$ cat src/rtl/xc_sha256_msched.sv
// SHA-256 message schedule: loads 16 words, emits W[0..NWORDS-1] one per cycle.
// First word valid the cycle after the 16th load; out_data/out_last/window hold while out_ready=0.
module xc_sha256_msched #(
  parameter int NWORDS = 64
) (
  input  logic        g_clk,
  input  logic        g_reset,
  input  logic        in_valid,
  output logic        in_ready,
  input  logic [31:0] in_data,
  output logic        out_valid,
  input  logic        out_ready,
  output logic [31:0] out_data,
  output logic        out_last,
  input  logic        abort,
  output logic        busy
);

  localparam logic [1:0] IDLE = 2'd0;
  localparam logic [1:0] LOAD = 2'd1;
  localparam logic [1:0] RUN  = 2'd2;

  localparam logic [5:0] LAST_CNT = 6'(NWORDS - 1);

  logic [1:0]  state;
  logic [5:0]  cnt;
  logic [31:0] w [16];
  logic        in_fire;
  logic        out_fire;

  function automatic logic [31:0] sig0(input logic [31:0] x);
    return {x[6:0], x[31:7]} ^ {x[17:0], x[31:18]} ^ (x >> 3);
  endfunction

  function automatic logic [31:0] sig1(input logic [31:0] x);
    return {x[16:0], x[31:17]} ^ {x[18:0], x[31:19]} ^ (x >> 10);
  endfunction

  // Reset is folded in so every output reads zero while reset is held.
  assign in_ready  = (state == IDLE || state == LOAD) && !abort && !g_reset;
  assign out_valid = (state == RUN);
  assign out_last  = (state == RUN) && (cnt == LAST_CNT);
  assign busy      = (state != IDLE);
  assign in_fire   = in_valid && in_ready;
  assign out_fire  = out_valid && out_ready;

  // The first 16 words echo w[0]; rotating them back in rebuilds the window.
  always_comb begin
    out_data = '0;
    if (state == RUN) begin
      if (cnt < 6'd16) out_data = w[0];
      else out_data = sig1(w[14]) + w[9] + sig0(w[1]) + w[0];
    end
  end

  always_ff @(posedge g_clk) begin
    if (g_reset) begin
      state <= IDLE;
      cnt   <= '0;
      for (int i = 0; i < 16; i++) w[i] <= '0;
    end else if (abort) begin
      state <= IDLE;
      cnt   <= '0;
    end else begin
      case (state)
        IDLE: begin
          if (in_fire) begin
            for (int i = 0; i < 15; i++) w[i] <= w[i+1];
            w[15] <= in_data;
            cnt   <= 6'd1;
            state <= LOAD;
          end
        end
        LOAD: begin
          if (in_fire) begin
            for (int i = 0; i < 15; i++) w[i] <= w[i+1];
            w[15] <= in_data;
            if (cnt == 6'd15) begin
              cnt   <= '0;
              state <= RUN;
            end else begin
              cnt <= cnt + 6'd1;
            end
          end
        end
        RUN: begin
          if (out_fire) begin
            for (int i = 0; i < 15; i++) w[i] <= w[i+1];
            w[15] <= out_data;
            if (cnt == LAST_CNT) begin
              cnt   <= '0;
              state <= IDLE;
            end else begin
              cnt <= cnt + 6'd1;
            end
          end
        end
        default: begin
          state <= IDLE;
          cnt   <= '0;
        end
      endcase
    end
  end

endmodule

$ cat config.mk
export PLATFORM = sky130hd
export DESIGN_NAME = xc_sha256_msched
export DESIGN_NICKNAME = d
export VERILOG_FILES = /design/src/rtl/xc_sha256_msched.sv
export SDC_FILE = /design/constraint.sdc
export NUM_CORES = 1
export LEC_CHECK = 0
export BUFFER_PORTS_ARGS = -buffer_cell sky130_fd_sc_hd__buf_2
export CAP_MARGIN = 30
export CORE_UTILIZATION = 50
export DETAILED_ROUTE_END_ITERATION = 8
export GPL_TIMING_DRIVEN = 0
export MAX_ROUTING_LAYER = met4
export PLACE_DENSITY = 0.78
export SETUP_SLACK_MARGIN = 0.15
export SYNTH_ARGS = -nofsm -noshare
export SYNTH_HDL_FRONTEND = slang
export SYNTH_SLANG_ARGS = --single-unit
$ cat constraint.sdc
create_clock -name g_clk -period 9.74 [get_ports g_clk]
set_input_delay 0.487 -clock g_clk [delete_from_list [all_inputs] [get_ports g_clk]]
set_output_delay 0.487 -clock g_clk [all_outputs]
set_load 0.05 [all_outputs]
# Word-level counts from Yosys, hierarchy flattened
# Memories as Yosys holds them, arrays and structs flattened.
# Cells that the tools add are included.
# word_totals
register_bits	8
ram_bits	512
inputBits	37
output_inout_bits	36
wordCells	160
mem_count	1
# memory_table
name	words	word_bits	read_ports	rd_clocked_by_memory_dff	write_ports	line	rtl
w	16	32	16	0	16	27	logic [31:0] w [16];
# op_classes
n_addsub	4
magnitude_cmp	1
eq_ne	9
n_mux	78
n_bitwise	52
n_reduce_logical	13
# op_table
operator	count
$mux W32	50
$add A32 B32 Y32	3
$xor A32 B32 Y32	2
$or A1 B1 Y1	48
$xor A32 B22 Y32	1
$xor A32 B29 Y32	1
$mux W6	5
$pmux W6 S3	1
$mux W1	16
$mux W2	5
$add A6 B1 Y6 const B	1
$eq A6 B4 Y1 const B	1
$eq A6 B6 Y1 const B	1
$lt A6 B5 Y1 const B	1
$ne A2 B1 Y1 const B	3
$pmux W2 S3	1
$logic_and A1 B1 Y1	5
$reduce_and A5 Y1	1
$ne A2 B2 Y1 const B	2
$reduce_and A3 Y1	1
$eq A2 B1 Y1 const B	1
$eq A2 B2 Y1 const B	1
$logic_not A1 Y1	2
$logic_not A2 Y1	1
other kinds (3)	3

# Longest topological paths before layout
# depth
word_depth	13
mapped_depth	17
depth_no_buf	17

# Worst setup path before layout
# OpenSTA, ideal clock, no wires.
# synth_timing
path_kind	in2reg
start	input g_reset
end	memory w[1][0], in the netlist w[0][32], enable pin
setup_ns	0.595
t_arrival_ns	6.873
t_required_ns	9.145
slack_ns	2.272
path_stages	6
path_buffers	2
path_cell_list	clkbuf_1 > or2_2 > clkbuf_1 > nor2_1 > nand2_1 > nand2_1
# synth_rtl
item	line	rtl
start, declared	7	input logic g_reset,
end, declared	27	

==> summary.md <==
| Metric | Value |
|---|---|
| Initial Util | 51.1% |
| Fin nets | about 2,100 |
| Vias in the first global route | 14,100 |
| VDD IR-drop max | approximately 0.18 mV |
| Grt ovf | 0 |
| Crit path max-delay family | adder cells |
| Sw Pwr | ~2.1 mW |
| Post-Route WL | 58,600 microns |
| Int Power | 4.46 mW |
| Via density | 5.40 |
| Crit path capture type | output pin |
| Die height | 224 microns |
| Hold Startpoint | in_data[27] |
| Hold Slack | 179 ps |
| RSZ-0062 raised after global routing | no |
| Worst Hold Class | in2reg |
| Status | finished, final reports clean |
| CTS Root Cell | clkbuf_16 |
| Fill cell count | 3,792 |
| Measured slew at the worst slew-check pin | 939 ps |
| Period utilization | 68.5% |
| Post-synthesis sequential area ratio | 63.3% |
| I/O Pins | 73 |
| H-tree depth | 2 |
| Fin. Hold Viols | 0 |
| Diode count | 0 |
| Layout cells sized above 1 | under 10% |
| Post-route cell area | 0.0275 sq mm |
| Worst path slowest cell | edfxtp_1 |
| Synthesized netlist cell count | 1,858 |
| Comb pwr share | between 20% and 30% |
| CP peak stage delay | 580 ps |
| Kind of critical path | reg2out |
| First-pass GRT wire length | about 86,000 microns |
| Initial antenna violation count | 1 |
| Setup TNS | 0 ps |
| R2r endpoint | w[7][61]$_DFFE_PP_ |
| Area grow syn2layout | 12.2% |
| Synth Flop Type | edfxtp_1 |
| I/O Buffers | between 70 and 80 |
| Reg2reg start | w[0][51]$_SDFFCE_PN0P_ |
| Die area | 0.0500 sq mm |
| Area contributors post-synth | edfxtp_1 63%, and2_1 8.2%, fa_1 5.1% |
| Clk sink count | 520 |
| Final GP Congestion | 0.944 |
| Worst skew pair latency | around 600 ps |
| Core area | 0.0480 sq mm |
| Cells after DPL | 2,552 |
| Total power | 6.56 mW |
| Worst Path Max Fanout | 4 |
| Synthesized flop and latch total | 520 |
| CTS tree | done |
| CP bufs+invs | 4 |
| Asr flop ratio synth | 0% |
| Maximum clock rate | approximately 150 MHz |
| Leakage | 10.6 nW |
| Pre-antenna DRT Iters | 6 |
| R2R setup slack | 4110 ps |
| Clock share of power | 30.1% |
| Max Cap Violations | 0 |
| Final core occ | 57.3% |
| Synth cell types | between 60 and 70 |
| Pins Over Slew Limit | 0 |
| Place WS | 3820 ps |
| Hold path cells | 3 |
| Slew headroom | 37.4% |
| Minimum clock period | 6670 ps |
| Yosys Warn Count | 0 |
| Synth top area share | about 63% |
| # rows | 80 |
| Non-filler cells, final | 2,643 |
| PostCTS Resize Cnt | 0 |
| Highest-count cells in the layout ignoring fill and taps | 512 x edfxtp_1, 322 x and2_1, 166 x nor2b_1, 152 x inv_1, 121 x xnor2_1 |
| Die Wd | 224 microns |
| CTS max path bufs | 3 |
| Crit start category | register |
| Clock slew at reported path FFs | 60 ps |
| Initial drt markers | 1,405 |
| GRT Resource Usage Total | ~25% |
| ANT nets after route | 0 |
| # Post-CTS Setup Buffers | 0 |
| Switching Share | between 30% and 40% |
| Worst path required time | 9250 ps |
| Data arrival, critical path | 6180 ps |
| WHS Endpoint | w[7][59]$_DFFE_PP_ |
| Most common cell after layout, fill and taps aside | edfxtp_1 |
| Syn Nets | 1,989 |
| Dpl hpwl | 44,300 microns |
| Reg2reg path depth | 17 |
| Dpl cell area | between 0.02 and 0.03 sq mm |
| Worst setup skew after layout | 20.8 ps |
| Synthesized cell area | 0.0246 sq mm |
| Syn avg cell area | 13.2 sq um |
| # setup viols final | 0 |
| Min setup slack post-route | 3070 ps |
| Pwr/cell area | 238 mW/mm^2 |
| Crit-path cells | xnor2_1, xnor2_1, fa_1, inv_1, fa_1, inv_1, ha_1, inv_1, fa_1, nor2b_1, o211ai_1, a211oi_1, o311ai_1, o21ai_1, xor2_1, nor2_1, nor3_1, buf_2 |
| Post-synth top area cell | edfxtp_1 |
| Wire per inst | 22.2 microns |
| Part of the power in registers | 41.3% |
| Cts hold-fix bufs | 0 |
| DR vias | roughly 14,000 |
| Number of buffers created by CTS | 52 |
| Largest net degree at the start of global routing | 75 |
| DRC errors left | 0 |
| Post-synth EDFFs | 512 |
logic make-up after synthesis:
| family | Yosys count | synth area share [%] |
|---|---|---|
| AND/OR/NAND/NOR | 673 | 15.8 |
| flip-flops | 520 | 63.3 |
| buffers and inverters | 236 | 3.69 |
| AO/OA/AOI/OAI | 185 | 5.19 |
| XOR/XNOR | 146 | 5.21 |
| adder cells (fa/ha/maj) | 95 | 6.73 |
| multiplexers | 3 | 0.122 |
flip-flops by register name (all words and copies together) (netlist names):
register	count
w	512
state	2
cnt	6
synthesized netlist by cell type, types with 14 or more instances:
cell type and count:
clkbuf_1 71, inv_1 152, nor2b_1 166, a21oi_1 54, a21o_1 14, edfxtp_1 512
xnor2_1 121, nand2_1 80, nor2_1 45, xor2_1 25, ha_1 32, fa_1 62
and2_1 322, o21ai_0 33
worst max path at each step:
stage / start / to / slack (ps) / depth (start not counted)
CTS: w[0][51]$_SDFFCE_PN0P_ / out_data[31] / 3140 / 18
global placement: state[1]$_SDFFE_PP0P_ / w[1][26]$_SDFFCE_PN0P_ / -60 / 6
floorplan: g_reset / w[0][32]$_SDFFCE_PN0P_ / 2270 / 6
finish: w[0][51]$_SDFFCE_PN0P_ / out_data[27] / 3070 / 18
detailed placement: w[0][51]$_SDFFCE_PN0P_ / out_data[31] / 3820 / 18
global route: w[0][51]$_SDFFCE_PN0P_ / out_data[27] / 2700 / 18
area by class of cell:
class | count | area [sq um] | share of cell area (%)
plain buffers | 83 | 332 | 1.20
inverters | 153 | 574 | 2.08
repair buffers | 81 | 538 | 1.95
clock inverters | 24 | 284 | 1.03
multi-input cells | 1102 | 8140 | 29.6
flip-flops and latches | 520 | 15500 | 56.4
clock buffers | 65 | 1370 | 4.98
well taps | 615 | 769 | 2.79
routing by layer:
metal	up-vias	GRT usage, %	routed length [microns]
met4	0	6.05	1460
li1	6576	-	-
met3	103	7.11	4960
met1	7112	32.9	25400
met2	493	36.9	26900
met5	-	-	0
power groups by stage:
stage                     sequential, mW  combinational [mW]  clock (mW)
after CTS                           2.71                1.85        2.00
after detailed placement            2.75                1.83           0
after global routing                2.72                2.06        2.09
after floorplan                     2.72                1.33           0
after global placement              2.78                1.81           0
final                               2.71                1.88        1.97
worst min-delay path, cell delays in order:
cell	delay (ps)
buf_2	80
nand2_1	40
o31ai_1	60
(Power assumes the default switching activity.)
